===== src/rtl/id_hazard_stall_ctrl.sv =====
// ID-stage hazard controller: detects load-use and branch-operand hazards the ID
// forwarding paths cannot cover, sequences stalls/bubbles, flushes on taken branches.
module id_hazard_stall_ctrl #(
    parameter int CNT_W = 16
) (
    input  logic             clk,
    input  logic             rst_n,
    input  logic             id_valid,
    input  logic             id_is_branch,
    input  logic             id_uses_rs,
    input  logic             id_uses_rt,
    input  logic [4:0]       rs,
    input  logic [4:0]       rt,
    input  logic             RegWriteEn_IDEX,
    input  logic             MemRead_IDEX,
    input  logic [4:0]       writeRegister_IDEX,
    input  logic             RegWriteEn_EXMEM,
    input  logic             MemRead_EXMEM,
    input  logic [4:0]       writeRegister_EXMEM,
    input  logic             branch_taken,
    input  logic             ext_hold,
    output logic             stall_PC,
    output logic             stall_IFID,
    output logic             bubble_IDEX,
    output logic             flush_IFID,
    output logic [CNT_W-1:0] stall_cycles,
    output logic [CNT_W-1:0] flush_count,
    output logic             busy
);

    typedef enum logic {RUN = 1'b0, STALL = 1'b1} state_t;

    state_t            state_q, state_d;
    logic              cnt_q, cnt_d;
    logic [CNT_W-1:0]  stall_cycles_q, stall_cycles_d;
    logic [CNT_W-1:0]  flush_count_q, flush_count_d;

    logic              m_ex, m_mem;
    logic [1:0]        need;
    logic              hold_int, bubble_int, flush_int;

    localparam logic [CNT_W-1:0] CNT_MAX = {CNT_W{1'b1}};

    // Register $0 never creates a dependency.
    always_comb begin
        m_ex  = RegWriteEn_IDEX && (writeRegister_IDEX != 5'd0) &&
                (((writeRegister_IDEX == rs) && id_uses_rs) ||
                 ((writeRegister_IDEX == rt) && id_uses_rt));
        m_mem = RegWriteEn_EXMEM && (writeRegister_EXMEM != 5'd0) &&
                (((writeRegister_EXMEM == rs) && id_uses_rs) ||
                 ((writeRegister_EXMEM == rt) && id_uses_rt));
    end

    always_comb begin
        need = 2'd0;
        if (id_valid) begin
            if (m_ex && MemRead_IDEX && id_is_branch)           need = 2'd2;
            else if (m_ex && MemRead_IDEX)                      need = 2'd1;
            else if (id_is_branch && m_ex)                      need = 2'd1;
            else if (id_is_branch && m_mem && MemRead_EXMEM)    need = 2'd1;
            else                                                need = 2'd0;
        end
    end

    always_comb begin
        state_d    = state_q;
        cnt_d      = cnt_q;
        hold_int   = 1'b0;
        bubble_int = 1'b0;
        flush_int  = 1'b0;
        if (ext_hold) begin
            hold_int = 1'b1;
        end else begin
            unique case (state_q)
                RUN: begin
                    if (need != 2'd0) begin
                        hold_int   = 1'b1;
                        bubble_int = 1'b1;
                        if (need == 2'd2) begin
                            state_d = STALL;
                            cnt_d   = 1'b0;
                        end
                    end else if (id_valid && id_is_branch && branch_taken) begin
                        flush_int = 1'b1;
                    end
                end
                STALL: begin
                    hold_int   = 1'b1;
                    bubble_int = 1'b1;
                    if (cnt_q == 1'b0) state_d = RUN;
                    else               cnt_d   = cnt_q - 1'b1;
                end
                default: state_d = RUN;
            endcase
        end
    end

    always_comb begin
        stall_cycles_d = stall_cycles_q;
        flush_count_d  = flush_count_q;
        if (bubble_int && (stall_cycles_q != CNT_MAX)) stall_cycles_d = stall_cycles_q + CNT_W'(1);
        if (flush_int && (flush_count_q != CNT_MAX))   flush_count_d  = flush_count_q + CNT_W'(1);
    end

    always_ff @(posedge clk or negedge rst_n) begin
        if (!rst_n) begin
            state_q        <= RUN;
            cnt_q          <= 1'b0;
            stall_cycles_q <= '0;
            flush_count_q  <= '0;
        end else begin
            state_q        <= state_d;
            cnt_q          <= cnt_d;
            stall_cycles_q <= stall_cycles_d;
            flush_count_q  <= flush_count_d;
        end
    end

    // Gate the combinational controls so nothing leaks out while reset is held.
    assign stall_PC     = rst_n & hold_int;
    assign stall_IFID   = rst_n & hold_int;
    assign bubble_IDEX  = rst_n & bubble_int;
    assign flush_IFID   = rst_n & flush_int;
    assign stall_cycles = stall_cycles_q;
    assign flush_count  = flush_count_q;
    assign busy         = (state_q == STALL);

endmodule


===== config.mk =====
export PLATFORM = sky130hd
export DESIGN_NAME = id_hazard_stall_ctrl
export DESIGN_NICKNAME = d
export VERILOG_FILES = /design/src/rtl/id_hazard_stall_ctrl.sv
export SDC_FILE = /design/constraint.sdc
export NUM_CORES = 1
export LEC_CHECK = 0
export BUFFER_PORTS_ARGS = -buffer_cell sky130_fd_sc_hd__buf_4
export CAP_MARGIN = 20
export CORE_UTILIZATION = 40
export CTS_CLUSTER_DIAMETER = 200
export DETAILED_ROUTE_END_ITERATION = 12
export PLACE_DENSITY_LB_ADDON = 0.05
export SYNTH_ARGS = -nofsm -noshare
export SYNTH_HDL_FRONTEND = slang
export SYNTH_SLANG_ARGS = --single-unit

===== constraint.sdc =====
create_clock -name clk -period 2.9 [get_ports clk]
set_clock_uncertainty 0.05 [all_clocks]
set_input_delay 0.29 -clock clk [delete_from_list [all_inputs] [get_ports clk]]
set_output_delay 0.29 -clock clk [all_outputs]
set_load 0.02 [all_outputs]

# Yosys cells after proc, flatten, opt, wreduce, memory -nomap -nowiden
# Cells that the tools add are included.
# word_totals
reg_bits,34
latchBits,0
ram_bits,0
romBits,0
out_inout_bits,37
word_cells,65
n_memories,0
# classes
addsub,3
multipliers,0
div_mod_pow,0
order_cmp,0
eq_ne,9
n_shift,0
n_mux,21
bitwise_logic,5
n_reduce_logical,23
# op_table
op,n
"16-bit by 1-bit adder with 16-bit output, second input constant",2
"16-bit != test, second input constant",2
5-bit == test,4
1-bit logical AND,17
1-bit two-way mux,16
5-bit nonzero test,2
1-bit one-hot mux with 2 select lines,3
2-bit two-way mux,2
"2-bit != test, second input constant",2
1-bit AND,3
3-bit AND reduction,1
"2-bit == test, second input constant",1
1-bit logical OR,2
1-bit NOT,2
2-bit nonzero test,1
"1-bit subtractor, second input constant",1

# Depth between registers and ports, before layout
# Gate-level depths: netlist of run 1.
# logic_depth
depth_word,16
depth_mapped,8
depth_no_buf,7

# Least setup slack after synthesis of run 1
# Ideal clock, no wire load.
# synth_timing
kind,input to output
start,input port writeRegister_EXMEM[0]
end,output port stall_PC
arrival_ns,1.966
slack_ns,0.594
stages,8
cell_sequence,xnor2_1 -> nand4_1 -> o22ai_1 -> a21oi_2 -> buf_2 -> and2_1 -> a21boi_0 -> buf_4
# synth_between
elab_chain_len,16
# synth_rtl
element,line,rtl
"start, declared",19,"input logic [4:0] writeRegister_EXMEM,"
5-bit == test (on tied branches),"50, 51",
1-bit logical AND (on tied branches),"50, 51",
1-bit logical OR,50,(((writeRegister_EXMEM == rs) && id_uses_rs) ||
1-bit logical AND (*),49,m_mem = RegWriteEn_EXMEM && (writeRegister_EXMEM != 5'd0) &&
1-bit logical AND (*) (2 in a row),60,else if (id_is_branch && m_mem && MemRead_EXMEM) need = 2'd1;
1-bit two-way mux (*),60,
1-bit two-way mux (*),59,else if (id_is_branch && m_ex) need = 2'd1;
1-bit two-way mux (*),58,else if (m_ex && MemRead_IDEX) need = 2'd1;
2-bit two-way mux (*),57,if (m_ex && MemRead_IDEX && id_is_branch) need = 2'd2;
2-bit two-way mux (*),56,if (id_valid) begin
2-bit nonzero test (*),76,if (need != 2'd0) begin
1-bit two-way mux (*),76,
1-bit one-hot mux with 2 select lines (*),74,unique case (state_q)
1-bit two-way mux (*),71,if (ext_hold) begin
1-bit AND (*),--,
"end, declared",22,"output logic stall_PC,"
# Mark *: on every way between the ends. The rest lies on a longest branch, timed or not.

# Worst setup path in the final report of run 1
# layout_timing
start,register stall_cycles_q[0] (netlist: stall_cycles[0])
end,register stall_cycles_q[1] (netlist: stall_cycles[1])
# layout_between
elab_chain_len,2
# layout_rtl
element,line,rtl
"start, declared",35,"logic [CNT_W-1:0] stall_cycles_q, stall_cycles_d;"
"start signal, assigned",114,stall_cycles_q <= stall_cycles_d;
branches (longest 2 deep; another with 16-bit by 1-bit adder with 16-bit output),--,
# Parallel ways; which one is timed is not known.
# A chain may end at the register's enable or synchronous reset.

==> results.md, run 1 <==
* Post-Synth Simple-Gate Area at 23.1%
* Hold depth at 3
* Syn_nets at approximately 240
* H-Tree Depth at 2
* Max-cap violations at 0
* Total global routing track utilization at 17.5%
* Root Driver: clkbuf_8
* Max-slew headroom at a little over three fifths
* CTS tree: done
* Core Region at just under 5000 µm²
* Share of cells above drive strength 1 at about a third
* Max frequency at 0.430 GHz
* YS warnings at 0
* Xor/xnor share of the synthesized area at 20.7%
* Setup_tns at 0 ns
* Crit share post-route at 80.2%
* Setup CP Type: reg -> reg
* R2R Setup Slk at 0.57 ns
* WL final at between 4000 and 5000 µm
* Reg2reg end: stall_cycles[1]$_DFFE_PN0P_
* Global route overflow at 0
* Ports at about 70
* Pin count of the biggest net entering global routing at 37
* Final setup fails at 0
* Synth top cells by count: dfrtp_1 (33), xnor2_1 (32), nand2_1 (19), nand4_1 (18)
* Register bit total from synthesis at 33
* Data arrival, critical path at 2.44 ns
* Vias in the first global route at 1611
* First-pass GRT wire length at between 7000 and 8000 µm
* Yosys top cell by area: dfrtp_1
* Least-Margin Pin Slew at 0.564 ns
* Most numerous cell in the Yosys netlist: dfrtp_1
* CP endpoint kind: register
* Prevailing post-synth register cell: dfrtp_1
* Asr flop ratio synth at 100%
* Mux contribution to synthesized area at 2.22%
* Diodes inserted at 0
* Mapped Avg Cell Area at 9.68 µm²
* Crit path to: stall_cycles[1]$_DFFE_PN0P_
* Top cells by area, synth: dfrtp_1 (41%), xnor2_1 (14%), xor2_1 (6.9%)
* Initial core utilization at between 40% and 50%
* Pwr dens at 417 nW/µm²
* Crit Path Max Fanout at 13
* Post-Syn Instances at 210
* Worst vdd ir at 0.356 mV
* Status: finished clean
* Critical R2R Launch: stall_cycles[0]$_DFFE_PN0P_
* Min Hold Slack at 0.228 ns
* Met1 Track Usage GR at 23.6%
* Synth Area in Compound Gates at 9.05%
* Met3 GRT Util at 4.53%
* Synth Cell Area at 2030 µm²
* Initial antenna violation count at 0
* Slew Viols, Final at 0
* Worst Hold Class: in -> reg
* RSZ-0062 raised after global routing: false
* Clock transition at path regs at roughly 0.070 ns
* Post-DRT Antenna Nets at 0
* Startpoint Class: register
* Final worst path period need at 2.33 ns
* Count of cell types in the netlist at 39
* Placed Area at around 2600 µm²
* Die W at 73.3 µm
* Clk_lat worst skew at 0.28 ns
* Sink Count at 33
* # port buffers at 68
* Synth top area share at ~40%
* Required @ worst endpoint at ~3.0 ns
* Num CTS Buffers at 5
* P_leak at roughly 0.0013 µW
* Max clock buf depth at 2
* EDFF count, synth at 0
* Area grow syn2layout at 32.8%
* Die Y at 73.3 µm
* Design Area, Final at roughly 2700 µm²
* Cell Rows at 25
* Largest family of logic cells by synthesized area: simple AND/OR/NAND/NOR gates
* WL per Instance at 12.3 µm
* Final hold vios at 0
* DRC at 0
* Filler Cell Count at 461
* Met2 global-route usage at 27.3%
* Drt first pass iters at 4
* Die area at roughly 5400 µm²
* GRT busiest layer: met2
* Nets at 317
* Via count at 1743
* DRT iter0 DRCs at 99
* Via density at 4.98
* Placed wire-length estimate at 3300 µm
* Seq/Total Area, Yosys at 40.6%
* Setup crit start: stall_cycles[0]$_DFFE_PN0P_
* Gpl congestion at 0.756
* Worst reg-to-reg path cell count at 7
* Synth Area in Adders at 1.23%
## worst max-delay path, cell delays in order (launching register included)
cell and delay [ns]:
dfrtp_1 0.44, ha_1 0.26, nand2_1 0.09, nor3_1 0.05, buf_4 0.15, a41oi_2 0.49
a21boi_1 0.32, mux2_2 0.36
## cell families (layout without fill, tap and decap cells)
kind of cell,after synthesis,in the layout
DFF,33,33
xor gates and xnor gates,48,48
AOI/OAI and AO/OA,26,26
and+or+nand+nor,88,88
muxes,4,4
adders and majority gates,2,2
buffers and inverters,9,82
## placed cells by master, fill, tap and decap left out, types with 2 or more instances in the layout
cell type | netlist | layout
nor2_1 | 7 | 7
xor2_1 | 16 | 16
buf_4 | 2 | 72
nand3_1 | 16 | 16
and2_1 | 3 | 3
inv_1 | 2 | 2
and3_1 | 10 | 10
a211oi_1 | 2 | 2
nand4_1 | 18 | 18
ha_1 | 2 | 2
mux2_1 | 2 | 2
o21ai_0 | 2 | 2
and2_2 | 2 | 2
xnor2_1 | 32 | 32
mux2_2 | 2 | 2
nor3_1 | 5 | 5
dfrtp_1 | 33 | 33
nand2_1 | 19 | 19
clkbuf_8 | 1 | 6
a21oi_1 | 13 | 13
## report_power, final
| part | switching [µW] | internal (µW) |
|---|---|---|
| sequential | 44.7 | 492 |
| clock | 156 | 188 |
| combinational | 119 | 124 |
| total | 320 | 804 |
## metrics by stage
stage	power (µW)	std cells	utilization [%]	worst slack, ns
global placement	789	342	54.0	0.686
finish	1120	350	56.0	0.574
detailed placement	792	342	54.0	0.616
global route	1190	350	56.0	0.431
floorplan	666	210	-	0.594
CTS	1140	350	56.0	0.591
## what timing repair did
| item | 4_1_cts | 5_1_grt |
|---|---|---|
| hold buffers | 1 | 0 |
| buffers inserted | 0 | 0 |
| endpoints found under the hold margin | 33 | 0 |
| gates resized for setup | 0 | 0 |
## routing by layer
metal / vias to the layer above / routed length, µm
li1: 894 / -
met1: 791 / 2120
met2: 51 / 1900
met3: 7 / 225
met4: 0 / 61
met5: - / 0
## how the worst min path moves through the flow
stage | startpoint | endpoint
CTS | ext_hold | busy$_DFFE_PN0N_
detailed placement | rst_n | flush_count[3]$_DFFE_PN0P_
global route | ext_hold | busy$_DFFE_PN0N_
floorplan | rst_n | busy$_DFFE_PN0N_
global placement | rst_n | flush_count[3]$_DFFE_PN0P_
finish | ext_hold | busy$_DFFE_PN0N_
## area by class of cell
class                      count  area, µm²  area share [%]
inverter                       2       7.51           0.278
clock buffer                   7       86.3            3.20
timing repair buffer          73        551            20.4
tap                           67       83.8            3.11
multi-input combinational    168       1140            42.4
sequential                    33        826            30.6
## state kept, by name, summed over array words and instances, names as in the netlist
signal,flops
busy,1
flush_count,16
stall_cycles,16
(Power assumes the default switching activity.)
==> run 2, diff against run 1 <==
==> constraint.sdc (replaced) <==
create_clock -name clk -period 2 [get_ports clk]
set_clock_uncertainty 0.05 [all_clocks]
set_input_delay 0.2 -clock clk [delete_from_list [all_inputs] [get_ports clk]]
set_output_delay 0.2 -clock clk [all_outputs]
set_load 0.02 [all_outputs]
==> results.md, run 2 (synthesis results as in run 1) <==
* H-Tree Depth at 2
* Status: finished clean
* Final hold vios at 0
* First-pass GRT wire length at 8140 µm
* Required @ worst endpoint at ~1.8 ns
* Cell Rows at 25
* Worst vdd ir at 0.260 mV
* Drt first pass iters at 4
* Gpl congestion at slightly above 0.8
* Setup crit start: writeRegister_IDEX[1]
* Fin cells at 365
* Total global routing track utilization at approximately a fifth
* Clk_lat worst skew at 0.28 ns
* Placed wire-length estimate at 3730 µm
* Critical R2R Launch: stall_cycles[8]$_DFFE_PN0P_
* Setup CP Type: in -> out
* Vias in the first global route at roughly 1.8k
* Commonest non-fill, non-tap cell in the layout: buf_4
* Initial core utilization at 42.2%
* WL per Instance at 13.0 µm
* DRT iter0 DRCs at 69
* Via count at 1841
* Clock transition at path regs at 0.07 ns
* RSZ-0062 raised after global routing: true
* Slew Viols, Final at 0
* CTS tree: done
* Final worst path period need at 1.91 ns
* Multi-input gate area at 1170 µm²
* Diodes inserted at 0
* FF/Latch Area at around 830 µm²
* DRC at 0
* # port buffers at between 60 and 70
* Ports at 69
* Max-cap violations at 0
* Most frequent cells in the layout: buf_4 (87), dfrtp_1 (33), xnor2_1 (32), nand2_1 (19), nand4_1 (18)
* Startpoint Class: primary input
* Pin count of the biggest net entering global routing at 31
* Pwr dens at between 500 and 600 nW/µm²
* WL final at 4730 µm
* Least-Margin Pin Slew at about 0.53 ns
* Crit Path Max Fanout at 5
* Placed Cells at 358
* Tot Pwr at 1670 µW
* Crit path to: flush_IFID
* Max frequency at roughly 0.52 GHz
* CP endpoint kind: primary output
* Final setup fails at 0
* Max clock buf depth at 2
* Root Driver: clkbuf_8
* Worst reg-to-reg path cell count at 5
* Die Y at around 73 µm
* Post-DRT Antenna Nets at 0
* Crit share post-route at 95.6%
* Die area at 5370 µm²
* Min Hold Slack at 0.122 ns
* Filler Cell Count at 473
* Setup repair bufs after CTS at 0
* Core Region at 4820 µm²
* Setup_tns at 0 ns
* R2R Setup Slk at 0.15 ns
* Die W at approximately 73 µm
* Max-slew headroom at between 60% and 70%
* Sink Count at 33
* P_leak at about 0.0014 µW
* Initial antenna violation count at 0
* Worst Hold Class: in -> reg
* Global route overflow at 0
* Nets at ~330
* Share of cells above drive strength 1 at between 30% and 40%
* Area grow syn2layout at 39.8%
* Reg2reg end: stall_cycles[1]$_DFFE_PN0P_
* Data arrival, critical path at 1.66 ns
* Num CTS Buffers at 5
* Via density at 5.04
* Final core occ at 59.0%
[run 2: cell types whose count changed in the layout (fill, tap and decap cells not counted), sizes merged]
cell	before	now
buf	72	88
clkbuf	7	5
clkinv	0	1
[run 2: report_power, final]
group,switching (µW),internal (µW)
Combinational,232,240
Sequential,26.5,713
Clock,231,229
Total,489,1180
[run 2: layout make-up]
cell class / instances / area share (%)
clock inverters: 1 / 0.176
well taps: 67 / 2.95
repair buffers: 89 / 24.1
multi-input cells: 168 / 41.1
flip-flops and latches: 33 / 29.1
inverters: 2 / 0.264
clock buffers: 5 / 2.42
[run 2: worst min path at each step]
stage	endpoint	slack, ns	cells after the start	start
3_3_place_gp	stall_cycles[0]$_DFFE_PN0P_	-0.03	1	rst_n
2_1_floorplan	busy$_DFFE_PN0N_	-0.15	0	rst_n
6_report	busy$_DFFE_PN0N_	0.12	3	ext_hold
4_1_cts	busy$_DFFE_PN0N_	0.12	3	ext_hold
5_1_grt	busy$_DFFE_PN0N_	0.14	3	ext_hold
3_5_place_dp	stall_cycles[0]$_DFFE_PN0P_	-0.03	1	rst_n
[run 2: per-stage QoR]
stage	setup slack, ns	area (µm²)
final	0.0884	2840
after global routing	-0.0125	2840
after CTS	0.0337	2820
after detailed placement	0.0383	2740
after global placement	0.0421	2740
after floorplan	0.0250	2040
[run 2: what timing repair did]
item | CTS | global route
setup endpoints to repair | 0 | 17
gates resized for setup | 0 | 4
hold endpoints to repair | 33 | 0
hold buffers | 1 | 0
[run 2: routing by layer]
layer,global-route usage (%),part of all wire (%),vias up
met5,0,0,-
met4,6.97,1.5,0
met3,6.17,6.3,8
met2,30.3,45,53
met1,26.0,47,862
li1,-,-,918
[run 2: worst max-delay path, stage by stage]
cell and delay, ns:
buf_4 0.12, or4_1 0.54, o21ai_2 0.16, nor2_2 0.08, nand2_2 0.12, and2_4 0.16
and3_1 0.14, buf_4 0.14
==> run 3, diff against run 2 <==
==> constraint.sdc (replaced) <==
create_clock -name clk -period 2 [get_ports clk]
set_clock_uncertainty 0.05 [all_clocks]
set_input_delay 0.4 -clock clk [delete_from_list [all_inputs] [get_ports clk]]
set_output_delay 0.4 -clock clk [all_outputs]
set_load 0.02 [all_outputs]
==> results.md, run 3 (synthesis results as in run 1) <==
* Status: complete, but fails checks
* Failing checks: setup timing
* Reg2reg end: flush_count[15]$_DFFE_PN0P_
* Post-DRT Antenna Nets at 0
* Commonest non-fill, non-tap cell in the layout: buf_4
* Clock transition at path regs at 0.07 ns
* Die area at 5370 µm²
* Clk_lat worst skew at approximately 0.28 ns
* Max clock buf depth at 2
* Final hold vios at 0
* Final core occ at around two thirds
* Pin count of the biggest net entering global routing at 31
* Worst Hold Class: in -> async
* P_leak at 0.00152 µW
* Most frequent cells in the layout: buf_4 (92), dfrtp_1 (33), xnor2_1 (27), nand2_1 (19), nand4_1 (18)
* Via count at 1912
* Die Y at 73.3 µm
* Top layer in use: met4
* Placed Cells at 366
* Initial core utilization at 42.2%
* Ports at 69
* CP endpoint kind: primary output
* Share of cells above drive strength 1 at 44.9%
* WL final at 5150 µm
* Drt first pass iters at 4
* Setup CP Type: in -> out
* Max frequency at 0.452 GHz
* Pwr dens at 646 nW/µm²
* Die W at 73.3 µm
* Startpoint Class: primary input
* Data arrival, critical path at 1.76 ns
* Sink Count at 33
* RSZ-0062 raised after global routing: true
* Nets at 345
* DRC at 0
* Gpl congestion at 0.763
* Crit share post-route at 111%
* Root Driver: clkbuf_8
* Core Region at between 4000 and 5000 µm²
* CTS tree: done
* Fin cells at 379
* H-Tree Depth at 2
* Critical R2R Launch: flush_count[0]$_DFFE_PN0P_
* DRT iter0 DRCs at 80
* Num CTS Buffers at 5
* Total global routing track utilization at 20.2%
* Via density at 5.04
* Worst reg-to-reg path cell count at 8
* WL per Instance at 13.6 µm
* Worst vdd ir at 0.470 mV
* DR WL met2 at 2440 µm
* Setup WS pre-CTS at -0.287 ns
* Max-slew headroom at a little over half
* Final worst path period need at 2.21 ns
* R2R Setup Slk at ~0.060 ns
* Area grow syn2layout at 53.4%
* WL met3 at 258 µm
* First-pass GRT wire length at 8280 µm
* Slew Viols, Final at 0
* Cell Rows at 25
* Global route overflow at 0
* Placed wire-length estimate at 3750 µm
* Least-Margin Pin Slew at 0.681 ns
* Setup WS post-layout at -0.214 ns
* Initial antenna violation count at 0
* Wl on met1 at 2390 µm
* Crit Path Max Fanout at 3
* Vias in the first global route at 1809
* # port buffers at 68
* Max-cap violations at 0
* Final setup fails at 6
* Diodes inserted at 0
* Required @ worst endpoint at 1.55 ns
## run 3: cell type report
type / instances / area [µm²]
timing repair buffer: 101 / 791
inverter: 2 / 7.51
sequential: 33 / 826
multi-input combinational: 168 / 1280
clock inverter: 3 / 65.1
fill: 426 / 1700
tap: 67 / 83.8
clock buffer: 5 / 68.8
## run 3: power breakdown
| part | switching, µW | internal [µW] |
|---|---|---|
| logic | 244 | 276 |
| registers | 26.8 | 712 |
| clock network | 259 | 495 |
| total | 531 | 1480 |
## run 3: worst max path at each step
stage	from	end	slack, ns
floorplan	writeRegister_IDEX[1]	stall_PC	-0.14
global placement	writeRegister_IDEX[1]	flush_IFID	-0.28
detailed placement	writeRegister_IDEX[1]	flush_IFID	-0.29
CTS	writeRegister_IDEX[3]	flush_IFID	-0.21
global route	writeRegister_IDEX[3]	flush_IFID	-0.28
finish	writeRegister_IDEX[3]	flush_IFID	-0.21
## run 3: metal layers
| layer | vias to the layer above | GRT usage, % |
|---|---|---|
| met3 | 10 | 4.66 |
| met5 | - | 0 |
| met2 | 57 | 33.4 |
| li1 | 945 | - |
| met1 | 900 | 26.5 |
| met4 | 0 | 5.23 |
## run 3: repair_timing
item,CTS,global route
hold buffers,1,0
gates cloned,0,1
setup endpoints to repair,5,21
hold endpoints to repair,3,0
pin swaps,7,6
buffers inserted,4,0
gates resized for setup,13,14
## run 3: critical path, stage by stage
cell	delay, ns
buf_6	0.09
or4_4	0.54
o21ai_4	0.15
nor2_2	0.06
nand2_2	0.07
and2_4	0.17
and3_4	0.17
buf_6	0.11
## run 3: metrics by stage
step | power, µW | cell area, µm² | TNS (ns) | hold slack [ns]
final | 2010 | 3120 | -0.673 | 0.418
after global placement | 1240 | 2810 | -3.99 | 0.173
after CTS | 2020 | 3040 | -0.563 | 0.416
after global routing | 2100 | 3120 | -1.34 | 0.425
after floorplan | 971 | 2070 | -0.307 | 0.0544
after detailed placement | 1240 | 2810 | -4.74 | 0.174
